**config.mk**
```make
export PLATFORM = sky130hd
export DESIGN_NAME = cmp_track
export DESIGN_NICKNAME = d
export VERILOG_FILES = /design/src/rtl/cmp_pkg.sv /design/src/rtl/cmp_core.sv /design/src/rtl/cmp_track.sv
export SDC_FILE = /design/constraint.sdc
export NUM_CORES = 1
export LEC_CHECK = 0
export CAP_MARGIN = 5
export CORE_AREA = 4 4 76 78
export DETAILED_ROUTE_END_ITERATION = 6
export DIE_AREA = 0 0 80 82
export HOLD_SLACK_MARGIN = 0.1
export MAX_ROUTING_LAYER = met4
export PLACE_DENSITY = 0.73
export RECOVER_POWER = 25
export SLEW_MARGIN = 20
export SYNTH_ARGS = -nofsm -noshare
export SYNTH_HDL_FRONTEND = slang
export SYNTH_SLANG_ARGS = --single-unit
export TNS_END_PERCENT = 50
```
**constraint.sdc**
```tcl
create_clock -name clk -period 4 [get_ports clk]
set_input_delay 0.8 -clock clk [delete_from_list [all_inputs] [get_ports clk]]
set_output_delay 0.8 -clock clk [all_outputs]
set_load 0.01 [all_outputs]
```
**src/rtl/cmp_pkg.sv**
```systemverilog
// Shared types for the cmp_track comparator: tracker state and the one-hot
// three-way compare result.
package cmp_pkg;

    typedef enum logic {
        EMPTY = 1'b0,
        TRACK = 1'b1
    } cmp_state_t;

    typedef struct packed {
        logic g;
        logic l;
        logic e;
    } cmp_res_t;

endpackage

```
**src/rtl/cmp_core.sv**
```systemverilog
// Combinational three-way compare of two WIDTH-bit operands, selectable as
// two's-complement or unsigned per call.
module cmp_core
    import cmp_pkg::*;
#(
    parameter int WIDTH = 8
) (
    input  logic [WIDTH-1:0] a,
    input  logic [WIDTH-1:0] b,
    input  logic             signed_mode,
    output cmp_res_t         res
);

    logic [WIDTH-1:0] a_key;
    logic [WIDTH-1:0] b_key;

    // Inverting the sign bit maps two's-complement ordering onto unsigned ordering.
    assign a_key = {a[WIDTH-1] ^ signed_mode, a[WIDTH-2:0]};
    assign b_key = {b[WIDTH-1] ^ signed_mode, b[WIDTH-2:0]};

    always_comb begin
        res = '0;
        if (a == b) begin
            res.e = 1'b1;
        end else if (a_key < b_key) begin
            res.l = 1'b1;
        end else begin
            res.g = 1'b1;
        end
    end

endmodule

```
**src/rtl/cmp_track.sv**
```systemverilog
// Registered magnitude comparator with valid strobe, per-sample signed mode,
// and running max/min of A plus a saturating equal-event count.
module cmp_track
    import cmp_pkg::*;
#(
    parameter int WIDTH = 8,
    parameter int CNT_W = 8
) (
    input  logic             clk,
    input  logic             rst,
    input  logic             in_valid,
    input  logic [WIDTH-1:0] a,
    input  logic [WIDTH-1:0] b,
    input  logic             signed_mode,
    input  logic             clear,
    output logic             out_valid,
    output logic             g,
    output logic             l,
    output logic             e,
    output logic [WIDTH-1:0] max_a,
    output logic [WIDTH-1:0] min_a,
    output logic [CNT_W-1:0] eq_cnt,
    output logic             stats_valid
);

    cmp_state_t state_p1;
    cmp_state_t state_next;
    logic       load_first;
    cmp_res_t   ab_res;
    cmp_res_t   amax_res;
    cmp_res_t   amin_res;

    function automatic logic [CNT_W-1:0] sat_inc(input logic [CNT_W-1:0] v);
        return (v == {CNT_W{1'b1}}) ? v : v + CNT_W'(1);
    endfunction

    cmp_core #(.WIDTH(WIDTH)) u_ab (
        .a(a), .b(b), .signed_mode(signed_mode), .res(ab_res)
    );

    cmp_core #(.WIDTH(WIDTH)) u_amax (
        .a(a), .b(max_a), .signed_mode(signed_mode), .res(amax_res)
    );

    cmp_core #(.WIDTH(WIDTH)) u_amin (
        .a(a), .b(min_a), .signed_mode(signed_mode), .res(amin_res)
    );

    always_ff @(posedge clk) begin
        if (rst) begin
            state_p1 <= EMPTY;
        end else begin
            state_p1 <= state_next;
        end
    end

    // A clear in the same cycle as a sample opens a new window with that sample.
    always_comb begin
        state_next = state_p1;
        load_first = (state_p1 == EMPTY) || clear;
        if (in_valid) begin
            state_next = TRACK;
        end else if (clear) begin
            state_next = EMPTY;
        end
    end

    // Stage 1: registered compare result and statistics
    always_ff @(posedge clk) begin
        if (rst) begin
            out_valid <= 1'b0;
            g         <= 1'b0;
            l         <= 1'b0;
            e         <= 1'b0;
            max_a     <= '0;
            min_a     <= '0;
            eq_cnt    <= '0;
        end else begin
            out_valid <= in_valid;
            if (in_valid) begin
                g <= ab_res.g;
                l <= ab_res.l;
                e <= ab_res.e;
                if (load_first) begin
                    max_a  <= a;
                    min_a  <= a;
                    eq_cnt <= CNT_W'(ab_res.e);
                end else begin
                    if (amax_res.g) max_a <= a;
                    if (amin_res.l) min_a <= a;
                    if (ab_res.e) eq_cnt <= sat_inc(eq_cnt);
                end
            end else if (clear) begin
                max_a  <= '0;
                min_a  <= '0;
                eq_cnt <= '0;
            end
        end
    end

    assign stats_valid = (state_p1 == TRACK);

endmodule

```
==> summary.md, run 1 <==
| Metric | Value |
|---|---|
| Status | `complete, no violations` |
| Total track usage | `0.1775` |
| FFs w/ async S/R, synth | `0` |
| Max_cap viols | `0` |
| DR DRC count | `0` |
| Hold path depth | `1` |
| Most crowded layer after global routing | `met2` |
| TNS Setup | `0 ns` |
| TritonCTS buffer count | `5` |
| Max Slew Vio Count | `0` |
| Sequential group share of total power | `0.425` |
| Most frequent cells in the layout | `clkdlybuf4s50_1 (35), dfxtp_1 (29), inv_1 (23)` |
| Max IR drop VDD | `0.1388 mV` |
| Logic pwr share | `0.265` |
| Net Switching | `222.3 µW` |
| Sink Count | `29` |
| Avg Inst Size Synth | `8.487 µm²` |
| Worst Setup End Kind | `flip-flop` |
| DRT Pass-1 Iters | `4` |
| CTS tree | `yes` |
| Layout cells sized above 1 | `0.04912` |
| Fraction of power spent switching nets | `0.2996` |
| Worst reg-to-reg setup slack | `1.87 ns` |
| Worst-margin pin slew | `0.7184 ns` |
| Rows | `26` |
| Synth Flop Type | `dfxtp_1` |
| Post-synthesis mux area share | `0.01506` |
| Clk buf depth | `2` |
| Met3 Resource Use GR | `0.04276` |
| Final setup vio count | `0` |
| Commonest non-fill, non-tap cell in the layout | `clkdlybuf4s50_1` |
| Dpl hpwl | `4208 µm` |
| Die height | `82 µm` |
| Post-synth cell types | `48` |
| Largest net degree at the start of global routing | `22` |
| Area grow syn2layout | `31.18%` |
| LEAKAGE | `1.054 nW` |
| Syn. warnings | `0` |
| Core area | `5075 µm²` |
| Largest cells by area after synthesis | `dfxtp_1 (29%), ha_1 (14%), inv_1 (4.3%)` |
| Setup CP Type | `in2reg` |
| Largest family of logic cells by synthesized area | `compound AO/OA/AOI/OAI gates` |
| DIE AREA | `6560 µm²` |
| Syn nets | `278` |
| FILL cells | `504` |
| Post-CTS setup buffer count | `0` |
| Resized cells post-CTS | `0` |
| Die W | `80 µm` |
| Post-Synth XOR/XNOR Area | `0.01317` |
| Clock power frac | `0.310` |
| Post-synthesis adder-cell area fraction | `0.1380` |
| Design Power | `742.2 µW` |
| Cell area after synthesis | `1994 µm²` |
| FF-to-FF path depth | `7` |
| Area leader, netlist | `dfxtp_1` |
| Final net count | `327` |
| Fin crit period | `2.932 ns` |
| Total Wirelength | `5490 µm` |
| Starting Density | `0.3930` |
| Initial DRC Count | `158` |
| Ports | `50` |
| Hold Fails Final Rpt | `0` |
| Hold EP | `min_a[6]$_SDFFE_PP0P_` |
| Post-synth top area share | `0.2911` |
| DR WL/cell | `15.46 µm` |
| Crit-path max FO | `8` |
| F_max | `341.1 MHz` |
| First-pass GRT wire length | `8963 µm` |
| Critical path arrival | `3.10 ns` |
| Inst Count DP | `347` |
| Min-delay src | `min_a[6]$_SDFFE_PP0P_` |
| H-tree Lvls | `2` |
| R2r endpoint | `min_a[0]$_SDFFE_PP0P_` |
| Non-filler cells, final | `355` |
| Register area | `580.6 µm²` |
| Mapped Cells | `235` |
| Reg clk slew, reported paths | `0.06 ns` |
| Worst setup SP type | `input port` |
| Worst Skew | `0.005806 ns` |
| Vias in the first global route | `1942` |
| CTS Hold Bufs | `0` |
| Fin Hold WS | `0.4991 ns` |
| Critical Path RT | `4.17 ns` |
| Grt ovf | `0` |
| Complex-gate fraction of the synthesized area | `0.2798` |
| Area taken by multi-input logic gates | `1272 µm²` |
| Synthesized flop and latch total | `29` |
| I/O Buffers | `49` |
| N_diodes | `0` |
| DR vias/cell | `5.656` |
| Hold/Removal Path Class | `reg2reg` |
| Met2 usage | `0.2831` |
| DRT antenna net count | `0` |
| Initial antenna violation count | `0` |
| Vias | `2008` |
| Power Density | `283.7 nW/µm²` |
| Root Buffer | `clkbuf_8` |
| Period utilization | `0.7329` |
| Pint | `519.8 µW` |
| Slew HR | `0.5196` |
| EDFF count, synth | `0` |
| Reg2reg start | `min_a[5]$_SDFFE_PP0P_` |
| RSZ-0062 raised after global routing | `false` |
| M1 GR Usage | `0.2227` |
| Simple-gate portion of the synthesized area | `0.1920` |
| GP Congestion | `0.8430` |
| Register area share after synthesis | `0.2911` |
| Clock Latency Late Sink | `0.28 ns` |
| Final Util | `0.5155` |
-- per-stage QoR --
stage | setup WS, ns | cell area, µm²
after floorplan | 1.515 | 1994
final | 1.068 | 2616
after global placement | 0.8061 | 2536
after CTS | 1.078 | 2616
after detailed placement | 0.7844 | 2536
after global routing | 0.9400 | 2616
-- cells in the mapped netlist (all sizes together), types with 4 or more instances --
cell / number
o2111ai: 8
inv: 25
nand2: 13
nand4: 4
clkbuf: 4
buf: 4
nor2: 6
ha: 22
nand3: 8
nand2b: 4
and3: 12
o211ai: 4
o311ai: 7
o21ai: 15
o22a: 4
dfxtp: 29
a22o: 8
nor3: 14
a21oi: 7
nor3b: 4
-- layout make-up --
| class | count | area share |
|---|---|---|
| clock buffer | 8 | 0.03061 |
| inverter | 26 | 0.03730 |
| multi-input combinational | 172 | 0.4864 |
| sequential | 29 | 0.2219 |
| tap | 70 | 0.03348 |
| timing repair buffer | 50 | 0.1903 |
-- worst max-delay path by stage --
stage | from | endpoint | slack (ns) | cells past startpoint
floorplan | a[0] | min_a[0]$_SDFFE_PP0P_ | 1.52 | 7
global placement | a[5] | min_a[0]$_SDFFE_PP0P_ | 0.81 | 7
detailed placement | a[5] | min_a[5]$_SDFFE_PP0P_ | 0.78 | 7
CTS | a[5] | min_a[1]$_SDFFE_PP0P_ | 1.08 | 7
global route | a[5] | min_a[3]$_SDFFE_PP0P_ | 0.94 | 7
finish | a[5] | min_a[0]$_SDFFE_PP0P_ | 1.07 | 7
-- kinds of logic after synthesis --
family,after synthesis
compound gates,73
xor+xnor,3
flops,29
simple gates,71
buf+inv,34
mux,3
fa+ha+maj,22
-- worst max-delay path, cell delays in order --
cell	delay [ns]
clkdlybuf4s50_1	0.66
ha_1	0.31
a21o_1	0.19
a211oi_1	0.23
o22ai_1	0.16
a221o_1	0.49
a22o_1	0.27
-- registers in the layout, indices dropped and copies added (netlist names) --
name	cells
eq_cnt	8
max_a	8
min_a	8
e	1
g	1
l	1
out_valid	1
stats_valid	1
-- routing by layer --
metal	vias up	share of wire
li1	990	-
met1	935	0.47
met2	73	0.45
met3	10	0.065
met4	0	0.017
met5	-	0
-- power groups by stage --
stage          logic, mW  registers [mW]  clock network (mW)
2_1_floorplan      0.109           0.328                   0
3_3_place_gp       0.198           0.322                   0
6_report           0.197           0.316               0.230
3_5_place_dp       0.200           0.322                   0
4_1_cts            0.201           0.316               0.234
5_1_grt            0.219           0.318               0.243
Power figures use the tool's default switching activity.
==> run 2, diff against run 1 <==
clock period = 2.9 ns   (was 4 ns; I/O delays follow)
==> run 2 against run 1 <==
  * Utilization is 3.0 points higher
  * Non-clock buffer count is 17 higher
  * Count of clock-buffer cells in the layout is 3 lower
  * Clock skew is 0.0011 ns higher
  * Largest cell class unchanged
==> summary.md, run 2 (synthesis results as in run 1) <==
| Metric | Value |
|---|---|
| Final net count | `344 (was 327)` |
| Dpl cell area | `2664 µm² (was 2536 µm²)` |
| Largest net degree at the start of global routing | `14 (was 22)` |
| Post-CTS setup buffer count | `0 (unchanged)` |
| RSZ-0062 raised after global routing | `false (unchanged)` |
| Grt ovf | `0 (unchanged)` |
| Slew HR | `0.6551 (was 0.5196)` |
| Critical Path RT | `3.08 ns (was 4.17 ns)` |
| Critical path arrival | `2.73 ns (was 3.10 ns)` |
| LEAKAGE | `1.149 nW (was 1.054 nW)` |
| Final setup vio count | `0 (unchanged)` |
| Setup CP Type | `in2reg (unchanged)` |
| H-tree Lvls | `2 (unchanged)` |
| Hold Fails Final Rpt | `0 (unchanged)` |
| I/O Buffers | `49 (unchanged)` |
| Die W | `80 µm (unchanged)` |
| Max_cap viols | `0 (unchanged)` |
| Crit-path max FO | `8 (unchanged)` |
| Clk buf depth | `2 (unchanged)` |
| Crit path cell chain | `clkdlybuf4s50_1, inv_1, ha_1, nand2b_1, a2111oi_0, nor3_1, a221o_1, a22o_1 (was clkdlybuf4s50_1, ha_1, a21o_1, a211oi_1, o22ai_1, a221o_1, a22o_1)` |
| Max IR drop VDD | `0.2025 mV (was 0.1388 mV)` |
| Stages on worst setup path | `8 (was 7)` |
| Status | `complete, no violations (unchanged)` |
| Worst-margin pin slew | `0.5157 ns (was 0.7184 ns)` |
| FF-to-FF path depth | `7 (unchanged)` |
| R2r endpoint | `min_a[2]$_SDFFE_PP0P_ (was min_a[0]$_SDFFE_PP0P_)` |
| N_diodes | `0 (unchanged)` |
| CTS Hold Bufs | `0 (unchanged)` |
| Worst reg-to-reg setup slack | `0.73 ns (was 1.87 ns)` |
| Worst Setup SP | `a[0] (was a[5])` |
| First-pass GRT wire length | `8990 µm (was 8963 µm)` |
| Vias in the first global route | `1911 (was 1942)` |
| Die height | `82 µm (unchanged)` |
| Total Wirelength | `5615 µm (was 5490 µm)` |
| DR WL/cell | `15.13 µm (was 15.46 µm)` |
| Top Registers | `eq_cnt x8, max_a x8, min_a x8 (unchanged)` |
| Period utilization | `0.8799` |
| Rows | `26 (unchanged)` |
| Fraction of power spent switching nets | `0.2845 (was 0.2996)` |
| DRT antenna net count | `0 (unchanged)` |
| Resized cells post-CTS | `0 (unchanged)` |
| CTS tree | `yes (unchanged)` |
| Clock Latency Late Sink | `0.28 ns (about the same)` |
| Hold EP | `e$_SDFFE_PP0P_ (was min_a[6]$_SDFFE_PP0P_)` |
| Total track usage | `0.1784 (was 0.1775)` |
| Sequential group share of total power | `0.384 (was 0.425)` |
| Most frequent cells in the layout | `clkdlybuf4s50_1 (35), dfxtp_1 (29), inv_1 (23) (unchanged)` |
| DR vias/cell | `5.601 (was 5.656)` |
| DRT Pass-1 Iters | `4 (unchanged)` |
| DR DRC count | `0 (unchanged)` |
| Root Buffer | `clkbuf_8 (unchanged)` |
| CP peak stage delay | `0.48 ns (was 0.66 ns)` |
| Clock power frac | `0.360 (was 0.310)` |
| Sink Count | `29 (unchanged)` |
| TNS Setup | `0 ns (unchanged)` |
| Logic pwr share | `0.256 (was 0.265)` |
| Worst Setup End Kind | `flip-flop (unchanged)` |
| Worst setup SP type | `input port (unchanged)` |
| CP bufs+invs | `2 (was 1)` |
| Pint | `811.5 µW (was 519.8 µW)` |
| Layout cells sized above 1 | `0.1096 (was 0.04912)` |
| Initial antenna violation count | `0 (unchanged)` |
| Final Cell Area | `2768 µm² (was 2616 µm²)` |
| Hold/Removal Path Class | `reg2reg (unchanged)` |
| Family with the most delay on the worst path | `compound AO/OA/AOI/OAI gates (unchanged)` |
| GP Congestion | `0.8487 (was 0.8430)` |
| Power Density | `409.8 nW/µm² (was 283.7 nW/µm²)` |
| Max Slew Vio Count | `0 (unchanged)` |
| TritonCTS buffer count | `5 (unchanged)` |
| Fin Hold WS | `0.5043 ns (was 0.4991 ns)` |
| F_max | `391.9 MHz` |
| Dpl hpwl | `4324 µm (was 4208 µm)` |
| Fin crit period | `2.552 ns` |
| DIE AREA | `6560 µm² (unchanged)` |
| Hold path depth | `2 (was 1)` |
| Net Switching | `322.6 µW (was 222.3 µW)` |
| Ports | `50 (unchanged)` |
| Commonest non-fill, non-tap cell in the layout | `clkdlybuf4s50_1 (unchanged)` |
| Vias | `2078 (was 2008)` |
| Worst Skew | `0.006941 ns (was 0.005806 ns)` |
| Reg clk slew, reported paths | `0.06 ns (about the same)` |
| Min-delay src | `e$_SDFFE_PP0P_ (was min_a[6]$_SDFFE_PP0P_)` |
| Initial DRC Count | `182 (was 158)` |
| Starting Density | `0.3930 (unchanged)` |
| Area grow syn2layout | `38.77% (was 31.18%)` |
| Reg2reg start | `min_a[5]$_SDFFE_PP0P_ (unchanged)` |
| Core area | `5075 µm² (unchanged)` |
| Slowest CP cell | `clkdlybuf4s50_1 (unchanged)` |
==> run 2: per-stage QoR <==
stage                     setup WS (ns)  cells  utilization  total power, mW
after CTS                        0.3319    371       0.5454            1.147
after floorplan                  0.6353    235            -           0.6022
after detailed placement        0.04767    364       0.5249           0.7403
final                            0.3483    371       0.5454            1.134
after global routing             0.1571    371       0.5454            1.191
after global placement          0.07305    364       0.5249           0.7347
==> run 2: final cells by class <==
type,count,area (µm²)
clock buffers,5,68.82
clock inverters,2,35.03
fillers,482,2307
inverters,26,97.59
multi-input cells,172,1272
flip-flops and latches,29,580.6
well taps,70,87.58
repair buffers,67,625.6
==> run 2: per-layer routing <==
metal | GRT usage | vias up | wire (µm)
li1 | - | 1025 | -
met1 | 0.2299 | 960 | 2698
met4 | 0.05068 | 0 | 92
met3 | 0.04386 | 7 | 391
met2 | 0.2781 | 86 | 2433
met5 | - | - | 0
==> run 2: worst reg2reg max path, delay by kind of cell (launching register included) <==
family | cells | cell delay, ns
AOI/OAI and AO/OA | 5 | 1.37
buffers and inverters | 1 | 0.06
adders and majority gates | 1 | 0.28
DFF | 1 | 0.36
==> run 2: worst max path at each step <==
stage / end / slack [ns]
floorplan: min_a[0]$_SDFFE_PP0P_ / 0.64
global placement: min_a[7]$_SDFFE_PP0P_ / 0.07
detailed placement: min_a[1]$_SDFFE_PP0P_ / 0.05
CTS: min_a[1]$_SDFFE_PP0P_ / 0.33
global route: min_a[7]$_SDFFE_PP0P_ / 0.16
finish: min_a[2]$_SDFFE_PP0P_ / 0.35
==> run 2: power by group through the flow <==
stage | Combinational [mW] | Clock [mW] | Sequential [mW]
2_1_floorplan | 0.150 | 0 | 0.453
3_3_place_gp | 0.291 | 0 | 0.444
3_5_place_dp | 0.295 | 0 | 0.445
4_1_cts | 0.297 | 0.414 | 0.436
5_1_grt | 0.320 | 0.432 | 0.438
6_report | 0.291 | 0.408 | 0.435
